$ cat config.mk
export PLATFORM = sky130hd
export DESIGN_NAME = dmem_arbiter
export DESIGN_NICKNAME = d
export VERILOG_FILES = /design/src/rtl/dmem_arbiter_pkg.sv /design/src/rtl/dmem_arb_pick.sv /design/src/rtl/dmem_arbiter.sv
export SDC_FILE = /design/constraint.sdc
export NUM_CORES = 1
export LEC_CHECK = 0
export CORE_AREA = 2 2 231 233
export CTS_CLUSTER_SIZE = 20
export DETAILED_ROUTE_END_ITERATION = 10
export DIE_AREA = 0 0 233 235
export GPL_TIMING_DRIVEN = 0
export PLACE_DENSITY = 0.62
export SLEW_MARGIN = 5
export SYNTH_ARGS = -nofsm -noshare
export SYNTH_HDL_FRONTEND = slang
export SYNTH_SLANG_ARGS = --single-unit
$ cat constraint.sdc
create_clock -name clk -period 3.9 [get_ports clk]
set_input_delay 0.39 -clock clk [delete_from_list [all_inputs] [get_ports clk]]
set_output_delay 0.39 -clock clk [all_outputs]
set_load 0.05 [all_outputs]
$ cat src/rtl/dmem_arbiter_pkg.sv
// Shared types and constants for the data-memory arbiter.
// Holds FSM states, access sizes, port IDs and the request check.
package dmem_arbiter_pkg;

  typedef enum logic {
    S_IDLE   = 1'b0,
    S_ACCESS = 1'b1
  } state_e;

  localparam logic [2:0] FUNCT3_WORD  = 3'b010;
  localparam logic [2:0] FUNCT3_DWORD = 3'b011;

  localparam logic PORT_CORE = 1'b0;
  localparam logic PORT_DBG  = 1'b1;

  typedef struct packed {
    logic        we;
    logic [2:0]  funct3;
    logic [63:0] addr;
    logic [63:0] wdata;
    logic        err;
    logic        id;
  } acc_t;

  // Range check in 65 bits so a huge address cannot wrap into range.
  function automatic logic req_bad(
    input logic [2:0]  f3,
    input logic [63:0] addr,
    input logic [64:0] mem_bytes
  );
    logic [64:0] size;
    logic        bad;
    size = (f3 == FUNCT3_DWORD) ? 65'd8 : 65'd4;
    bad  = (f3 != FUNCT3_WORD) && (f3 != FUNCT3_DWORD);
    if ((addr & (size[63:0] - 64'd1)) != 64'd0) bad = 1'b1;
    if (({1'b0, addr} + size) > mem_bytes) bad = 1'b1;
    return bad;
  endfunction

endpackage

$ cat src/rtl/dmem_arb_pick.sv
// Fixed core priority, overridden once the debug port has starved.
module dmem_arb_pick
  import dmem_arbiter_pkg::*;
#(
  parameter int STARVE_LIMIT = 4,
  parameter int CW           = 3
) (
  input  logic          core_req,
  input  logic          dbg_req,
  input  logic [CW-1:0] starve_cnt,
  output logic          winner
);

  always_comb begin
    winner = PORT_CORE;
    if (dbg_req && (!core_req || starve_cnt == CW'(STARVE_LIMIT)))
      winner = PORT_DBG;
  end

endmodule

$ cat src/rtl/dmem_arbiter.sv
// Two-port data-memory arbiter: grant in IDLE, access in ACCESS,
// registered response to the winner one cycle later.
module dmem_arbiter
  import dmem_arbiter_pkg::*;
#(
  parameter int MEM_BYTES    = 64,
  parameter int STARVE_LIMIT = 4
) (
  input  logic        clk,
  input  logic        reset_n,
  input  logic        core_req,
  input  logic        core_we,
  input  logic [2:0]  core_funct3,
  input  logic [63:0] core_addr,
  input  logic [63:0] core_wdata,
  output logic        core_gnt,
  output logic        core_rvalid,
  output logic [63:0] core_rdata,
  output logic        core_err,
  input  logic        dbg_req,
  input  logic        dbg_we,
  input  logic [2:0]  dbg_funct3,
  input  logic [63:0] dbg_addr,
  input  logic [63:0] dbg_wdata,
  output logic        dbg_gnt,
  output logic        dbg_rvalid,
  output logic [63:0] dbg_rdata,
  output logic        dbg_err,
  output logic [63:0] mem_addr,
  output logic [63:0] mem_wdata,
  output logic        mem_write,
  output logic        mem_read,
  output logic [2:0]  mem_funct3,
  input  logic [63:0] mem_rdata
);

  localparam int CW = $clog2(STARVE_LIMIT + 1);

  state_e        state_q, state_d;
  acc_t          acc_q, acc_d;
  logic [CW-1:0] starve_q, starve_d;
  logic          core_rvalid_q, core_rvalid_d;
  logic          core_err_q, core_err_d;
  logic [63:0]   core_rdata_q, core_rdata_d;
  logic          dbg_rvalid_q, dbg_rvalid_d;
  logic          dbg_err_q, dbg_err_d;
  logic [63:0]   dbg_rdata_q, dbg_rdata_d;
  logic          win, idle, act;
  logic [63:0]   rsp;

  dmem_arb_pick #(
    .STARVE_LIMIT(STARVE_LIMIT),
    .CW          (CW)
  ) u_pick (
    .core_req  (core_req),
    .dbg_req   (dbg_req),
    .starve_cnt(starve_q),
    .winner    (win)
  );

  always_comb begin
    idle     = reset_n && (state_q == S_IDLE);
    core_gnt = idle && core_req && (win == PORT_CORE);
    dbg_gnt  = idle && dbg_req && (win == PORT_DBG);
    state_d  = state_q;
    acc_d    = acc_q;
    starve_d = starve_q;
    if (state_q == S_ACCESS) state_d = S_IDLE;
    else if (core_gnt || dbg_gnt) state_d = S_ACCESS;
    if (core_gnt)
      acc_d = '{we: core_we, funct3: core_funct3,
                addr: core_addr, wdata: core_wdata,
                err: req_bad(core_funct3, core_addr, 65'(MEM_BYTES)),
                id: PORT_CORE};
    else if (dbg_gnt)
      acc_d = '{we: dbg_we, funct3: dbg_funct3,
                addr: dbg_addr, wdata: dbg_wdata,
                err: req_bad(dbg_funct3, dbg_addr, 65'(MEM_BYTES)),
                id: PORT_DBG};
    if (!dbg_req || dbg_gnt) starve_d = '0;
    else if (core_gnt && starve_q != CW'(STARVE_LIMIT))
      starve_d = starve_q + CW'(1);

    // Errored requests never reach memory.
    act        = (state_q == S_ACCESS) && !acc_q.err;
    mem_addr   = act ? acc_q.addr : 64'd0;
    mem_wdata  = act ? acc_q.wdata : 64'd0;
    mem_funct3 = act ? acc_q.funct3 : 3'd0;
    mem_write  = act && acc_q.we;
    mem_read   = act && !acc_q.we;

    rsp = 64'd0;
    if (act && !acc_q.we)
      rsp = (acc_q.funct3 == FUNCT3_WORD) ?
            {32'd0, mem_rdata[31:0]} : mem_rdata;
    core_rvalid_d = 1'b0;
    core_err_d    = 1'b0;
    core_rdata_d  = 64'd0;
    dbg_rvalid_d  = 1'b0;
    dbg_err_d     = 1'b0;
    dbg_rdata_d   = 64'd0;
    if (state_q == S_ACCESS) begin
      if (acc_q.id == PORT_CORE) begin
        core_rvalid_d = 1'b1;
        core_err_d    = acc_q.err;
        core_rdata_d  = rsp;
      end else begin
        dbg_rvalid_d = 1'b1;
        dbg_err_d    = acc_q.err;
        dbg_rdata_d  = rsp;
      end
    end
  end

  always_ff @(posedge clk or negedge reset_n) begin
    if (!reset_n) begin
      state_q       <= S_IDLE;
      acc_q         <= '0;
      starve_q      <= '0;
      core_rvalid_q <= 1'b0;
      core_err_q    <= 1'b0;
      core_rdata_q  <= 64'd0;
      dbg_rvalid_q  <= 1'b0;
      dbg_err_q     <= 1'b0;
      dbg_rdata_q   <= 64'd0;
    end else begin
      state_q       <= state_d;
      acc_q         <= acc_d;
      starve_q      <= starve_d;
      core_rvalid_q <= core_rvalid_d;
      core_err_q    <= core_err_d;
      core_rdata_q  <= core_rdata_d;
      dbg_rvalid_q  <= dbg_rvalid_d;
      dbg_err_q     <= dbg_err_d;
      dbg_rdata_q   <= dbg_rdata_d;
    end
  end

  assign core_rvalid = core_rvalid_q;
  assign core_err    = core_err_q;
  assign core_rdata  = core_rdata_q;
  assign dbg_rvalid  = dbg_rvalid_q;
  assign dbg_err     = dbg_err_q;
  assign dbg_rdata   = dbg_rdata_q;

endmodule

==> report_table.html <==
<table>
<tr><th>Metric</th><th>Value</th></tr>
<tr><th colspan="2">Cells and area</th></tr>
<tr><td>Storage element area</td><td>between 6000 and 7000 sq um</td></tr>
<tr><td>Total of fill cells in the finished design</td><td>between 5000 and 6000</td></tr>
<tr><td>Fraction of final layout cells with drive strength greater than 1</td><td>0.0551</td></tr>
<tr><td>Multi-input logic area</td><td>between 6000 and 7000 sq um</td></tr>
<tr><td>Diode count</td><td>0</td></tr>
<tr><td>Number of nets in the layout</td><td>~2400</td></tr>
<tr><td>Area Growth Syn to Fin</td><td>59.1%</td></tr>
<tr><th colspan="2">Synth</th></tr>
<tr><td>Combinational family with the most area after synthesis</td><td>simple AND/OR/NAND/NOR gates</td></tr>
<tr><td>Adder and majority cell fraction of the synthesized area</td><td>0.0100</td></tr>
<tr><td>Yosys cell types</td><td>71</td></tr>
<tr><td>Simple-Gate Fraction of Synth Area</td><td>0.258</td></tr>
<tr><td>Synthesis Warnings</td><td>0</td></tr>
<tr><td>Post-synth ARST share</td><td>1.00</td></tr>
<tr><td>Mux cell area share after synthesis</td><td>0.00833</td></tr>
<tr><td>Count of flip-flops with a built-in enable after synthesis</td><td>0</td></tr>
<tr><td>Compound-cell area share of the yosys netlist</td><td>0.150</td></tr>
<tr><td>Synthesized instance count</td><td>about 1400</td></tr>
<tr><td>Post-synth top flop</td><td>dfrtp_1</td></tr>
<tr><td>Post-synthesis share of cell area spent on xor and xnor gates</td><td>0.0232</td></tr>
<tr><td>Synth Cell Area</td><td>between 10000 and 15000 sq um</td></tr>
<tr><td>Avg Synthesized Cell Area</td><td>~9.8 sq um</td></tr>
<tr><td>Synthesized netlist net count</td><td>between 1500 and 2000</td></tr>
<tr><td>Sequential share of the synthesized area</td><td>0.483</td></tr>
<tr><td>Number of storage elements in the synthesis netlist</td><td>270</td></tr>
<tr><th colspan="2">Timing</th></tr>
<tr><td>Period Utilization, post-route</td><td>0.959</td></tr>
<tr><td>Post-route clock skew</td><td>between 0.015 and 0.02 ns</td></tr>
<tr><td>Fmax achieved</td><td>267 MHz</td></tr>
<tr><td>Worst hold margin</td><td>roughly 0.15 ns</td></tr>
<tr><td>Final Max Tran Viols</td><td>0</td></tr>
<tr><td>Endpoints failing setup</td><td>0</td></tr>
<tr><td>Clock period minus final worst setup slack</td><td>around 3.7 ns</td></tr>
<tr><td>Setup repair after global routing missed its margin</td><td>no</td></tr>
<tr><td>Worst slew slack as a fraction of its limit</td><td>0.236</td></tr>
<tr><td>Actual slew at the worst max-slew pin</td><td>between 1 and 1.5 ns</td></tr>
<tr><td>Setup_tns</td><td>0 ns</td></tr>
<tr><td>Endpoints failing hold</td><td>0</td></tr>
<tr><th colspan="2">Global route</th></tr>
<tr><td>Initial antenna violation count</td><td>3</td></tr>
<tr><td>Total routing usage reported by global routing</td><td>0.238</td></tr>
<tr><td>Maximum number of pins on one net before global-route repair</td><td>107</td></tr>
<tr><td>First-pass GRT wire length</td><td>~98 mm</td></tr>
<tr><td>Vias in the first global route</td><td>roughly 15000</td></tr>
<tr><td>Residual overflow from global routing</td><td>0</td></tr>
<tr><th colspan="2">Drt</th></tr>
<tr><td>DRC violations left</td><td>0</td></tr>
<tr><td>Drt first-iter violations</td><td>about 1600</td></tr>
<tr><td>Antenna violation net count after detailed routing</td><td>0</td></tr>
<tr><td>Via count of the routed design</td><td>14514</td></tr>
<tr><td>DRT Wirelength</td><td>between 60 and 70 mm</td></tr>
<tr><td>Detailed-route wire length per cell</td><td>approximately 24 microns</td></tr>
<tr><td>Vias per inst</td><td>around 5.2</td></tr>
<tr><td>First-pass iteration count of the detailed router</td><td>10</td></tr>
<tr><th colspan="2">CTS</th></tr>
<tr><td>Max H-tree Level</td><td>1</td></tr>
<tr><td>Number of buffers created by CTS</td><td>31</td></tr>
<tr><td>Clock latency of the later-clocked register in the worst-skew pair</td><td>approximately 0.6 ns</td></tr>
<tr><td>Bufs on Longest Clock Path</td><td>3</td></tr>
<tr><td>Clock sinks</td><td>270</td></tr>
<tr><td>Clk slew on worst S/H paths</td><td>approximately 0.060 ns</td></tr>
<tr><td>Cell at the root of the clock tree</td><td>clkbuf_16</td></tr>
<tr><td>CTS tree</td><td>yes</td></tr>
<tr><th colspan="2">Placed design</th></tr>
<tr><td>Estimated wirelength of the detail-placed design</td><td>53.6 mm</td></tr>
<tr><td>Placer congestion estimate</td><td>~0.9</td></tr>
<tr><td>Count of buffers inserted at the top-level ports</td><td>590</td></tr>
<tr><th colspan="2">Floorplan</th></tr>
<tr><td>Y dimension of the die</td><td>around 240 microns</td></tr>
<tr><td>Initial Util</td><td>0.268</td></tr>
<tr><td>I/O Pins</td><td>~600</td></tr>
<tr><td>Placeable core region</td><td>about 52000 sq um</td></tr>
<tr><td>Horizontal die dimension</td><td>approximately 230 microns</td></tr>
<tr><td>Number of rows created at floorplan</td><td>84</td></tr>
<tr><td>Die area</td><td>around 55000 sq um</td></tr>
<tr><th colspan="2">Pwr</th></tr>
<tr><td>Total net switching power</td><td>about 2.3 mW</td></tr>
<tr><td>Part of the total power dissipated in sequential elements</td><td>0.397</td></tr>
<tr><td>VDD IR max</td><td>about 0.36 mV</td></tr>
<tr><td>Gate power share</td><td>0.213</td></tr>
<tr><td>Leakage power</td><td>~9.8 nW</td></tr>
<tr><td>Pwr/cell area</td><td>362 nW/um^2</td></tr>
<tr><td>Clock group share of total power</td><td>0.390</td></tr>
<tr><td>Internal Dissipation</td><td>~5.7 mW</td></tr>
<tr><td>Switching power share of the total</td><td>0.289</td></tr>
<tr><th colspan="2">Job</th></tr>
<tr><td>Maxcap violations</td><td>0</td></tr>
<tr><th colspan="2">Setup path</th></tr>
<tr><td>Type of the setup path with the least slack</td><td>in2reg</td></tr>
<tr><td>Worst path slowest cell</td><td>clkdlybuf4s50_1</td></tr>
<tr><td>Cells traversed along the worst timing path</td><td>clkdlybuf4s50_1 -&gt; nand3b_1 -&gt; ha_2 -&gt; inv_1 -&gt; fa_1 -&gt; nand3b_1 -&gt; nor4_4 -&gt; buf_4 -&gt; nand3_1 -&gt; nor4b_4 -&gt; and3_1 -&gt; a2bb2o_1 -&gt; nor4_4 -&gt; and4_1 -&gt; o22ai_1</td></tr>
<tr><td>Maximum cell stage delay along the critical path</td><td>about 0.46 ns</td></tr>
<tr><td>Maximum net fanout on the critical path</td><td>4</td></tr>
<tr><td>Critical path data required time</td><td>4.35 ns</td></tr>
<tr><td>Worst endpoint data arrival time</td><td>4.19 ns</td></tr>
<tr><td>Crit start category</td><td>input port</td></tr>
<tr><td>CP Capture Type</td><td>flop</td></tr>
<tr><th colspan="2">Status</th></tr>
<tr><td>Run status</td><td>complete, no violations</td></tr>
<tr><th colspan="2">Worst hold path</th></tr>
<tr><td>Hold WC Path Type</td><td>in2reg</td></tr>
</table>
-- power groups by stage --
stage	Clock, mW	Sequential (mW)	Combinational, mW
after global placement	0	3.25	1.66
after global routing	3.34	3.23	1.83
after detailed placement	0	3.25	1.69
after CTS	3.23	3.20	1.71
after floorplan	0	3.24	0.772
final	3.14	3.20	1.71
-- cell usage in the layout (no fill, tap or decap), types with 17 or more instances in the layout --
cell type        synthesis  final
clkdlybuf4s50_1          0    585
dfrtp_1                270    270
and2_1                 205    205
inv_1                  158    158
a222oi_1               132    132
and3_1                  88     88
clkbuf_1                80     77
nand2_1                 55     55
nand3_1                 53     53
nand4_1                 43     43
nor2_1                  40     40
nor3_1                  34     33
clkbuf_16                0     31
xnor2_1                 24     24
nor4_1                  26     17
-- routing by layer --
layer | up-vias | wire length, microns | track usage
met3 | 112 | 6240 | 0.0701
li1 | 6541 | - | -
met4 | 6 | 2320 | 0.0757
met1 | 7087 | 25300 | 0.274
met2 | 768 | 33400 | 0.421
met5 | - | 34 | 0
-- worst paths after layout --
path,startpoint,endpoint,slack (ns),depth (start not counted)
hold reg to reg,acc_q[42],acc_q[42],0.49,2
setup / recovery,dbg_funct3[0],acc_q[1],0.16,15
max in group asynchronous,reset_n,core_rdata[8],2.38,5
setup reg to reg,state_q,acc_q[1],0.48,9
hold / removal,dbg_addr[9],acc_q[75],0.15,3
min in group asynchronous,reset_n,dbg_rdata[39],0.43,3
-- flip-flops by register name, summed over array words and instances, names as in the netlist --
| signal | cells |
|---|---|
| dbg_err | 1 |
| dbg_rvalid | 1 |
| acc_q | 134 |
| starve_q | 3 |
| core_rdata | 64 |
| core_rvalid | 1 |
| core_err | 1 |
| dbg_rdata | 64 |
| state_q | 1 |
-- synth_stat cells, types with 13 or more instances --
| cell | number | area, sq um |
|---|---|---|
| dfrtp_1 | 270 | 6760 |
| nor2_1 | 40 | 150 |
| a222oi_1 | 132 | 1320 |
| nor3_1 | 34 | 170 |
| xor2_1 | 13 | 114 |
| clkbuf_1 | 80 | 300 |
| nor4_1 | 26 | 163 |
| and3_1 | 88 | 551 |
| o21ai_0 | 16 | 80.1 |
| a21oi_1 | 17 | 85.1 |
| xnor2_1 | 24 | 210 |
| and4_1 | 16 | 140 |
| inv_1 | 158 | 593 |
| nand2_1 | 55 | 206 |
| and2_1 | 205 | 1280 |
| nand4_1 | 43 | 269 |
| nand3_1 | 53 | 265 |
-- stage by stage --
stage / utilization / total power, mW / area (sq um) / worst slack [ns] / std cells
2_1_floorplan: - / 4.01 / 14000 / 0.560 / 1427
5_1_grt: 0.426 / 8.40 / 22200 / 0.0200 / 2775
3_3_place_gp: 0.397 / 4.90 / 20700 / -10.03 / 2705
4_1_cts: 0.424 / 8.15 / 22100 / -0.0572 / 2771
6_report: 0.426 / 8.06 / 22200 / 0.160 / 2775
3_5_place_dp: 0.399 / 4.94 / 20800 / -1.60 / 2709
-- worst max-delay path: cells and delay by family --
family	cells	cell delay, ns
AO/OA/AOI/OAI	2	0.42
buffers and inverters	3	0.71
AND/OR/NAND/NOR	8	1.98
adder cells (fa/ha/maj)	2	0.69
-- repair_timing --
item                       CTS  global route
hold buffers                 5             0
setup endpoints to repair  135             1
gates resized for setup     16            16
buffers inserted             4             4
pin swaps                    2             3
hold endpoints to repair    71             0
-- cell type report --
| class | instances | share of cell area |
|---|---|---|
| plain buffers | 88 | 0.0152 |
| clock buffers | 45 | 0.0426 |
| clock inverters | 10 | 0.00737 |
| inverters | 159 | 0.0268 |
| multi-input cells | 908 | 0.289 |
| flip-flops and latches | 270 | 0.304 |
| well taps | 688 | 0.0387 |
| repair buffers | 607 | 0.276 |
-- cells by family after synthesis --
| group | count (synthesis) |
|---|---|
| buffers and inverters | 249 |
| XOR/XNOR | 37 |
| adder cells (fa/ha/maj) | 10 |
| AO/OA/AOI/OAI | 240 |
| multiplexers | 11 |
| AND/OR/NAND/NOR | 610 |
| flip-flops | 270 |
Note: power is estimated with default switching activity, not from simulation.
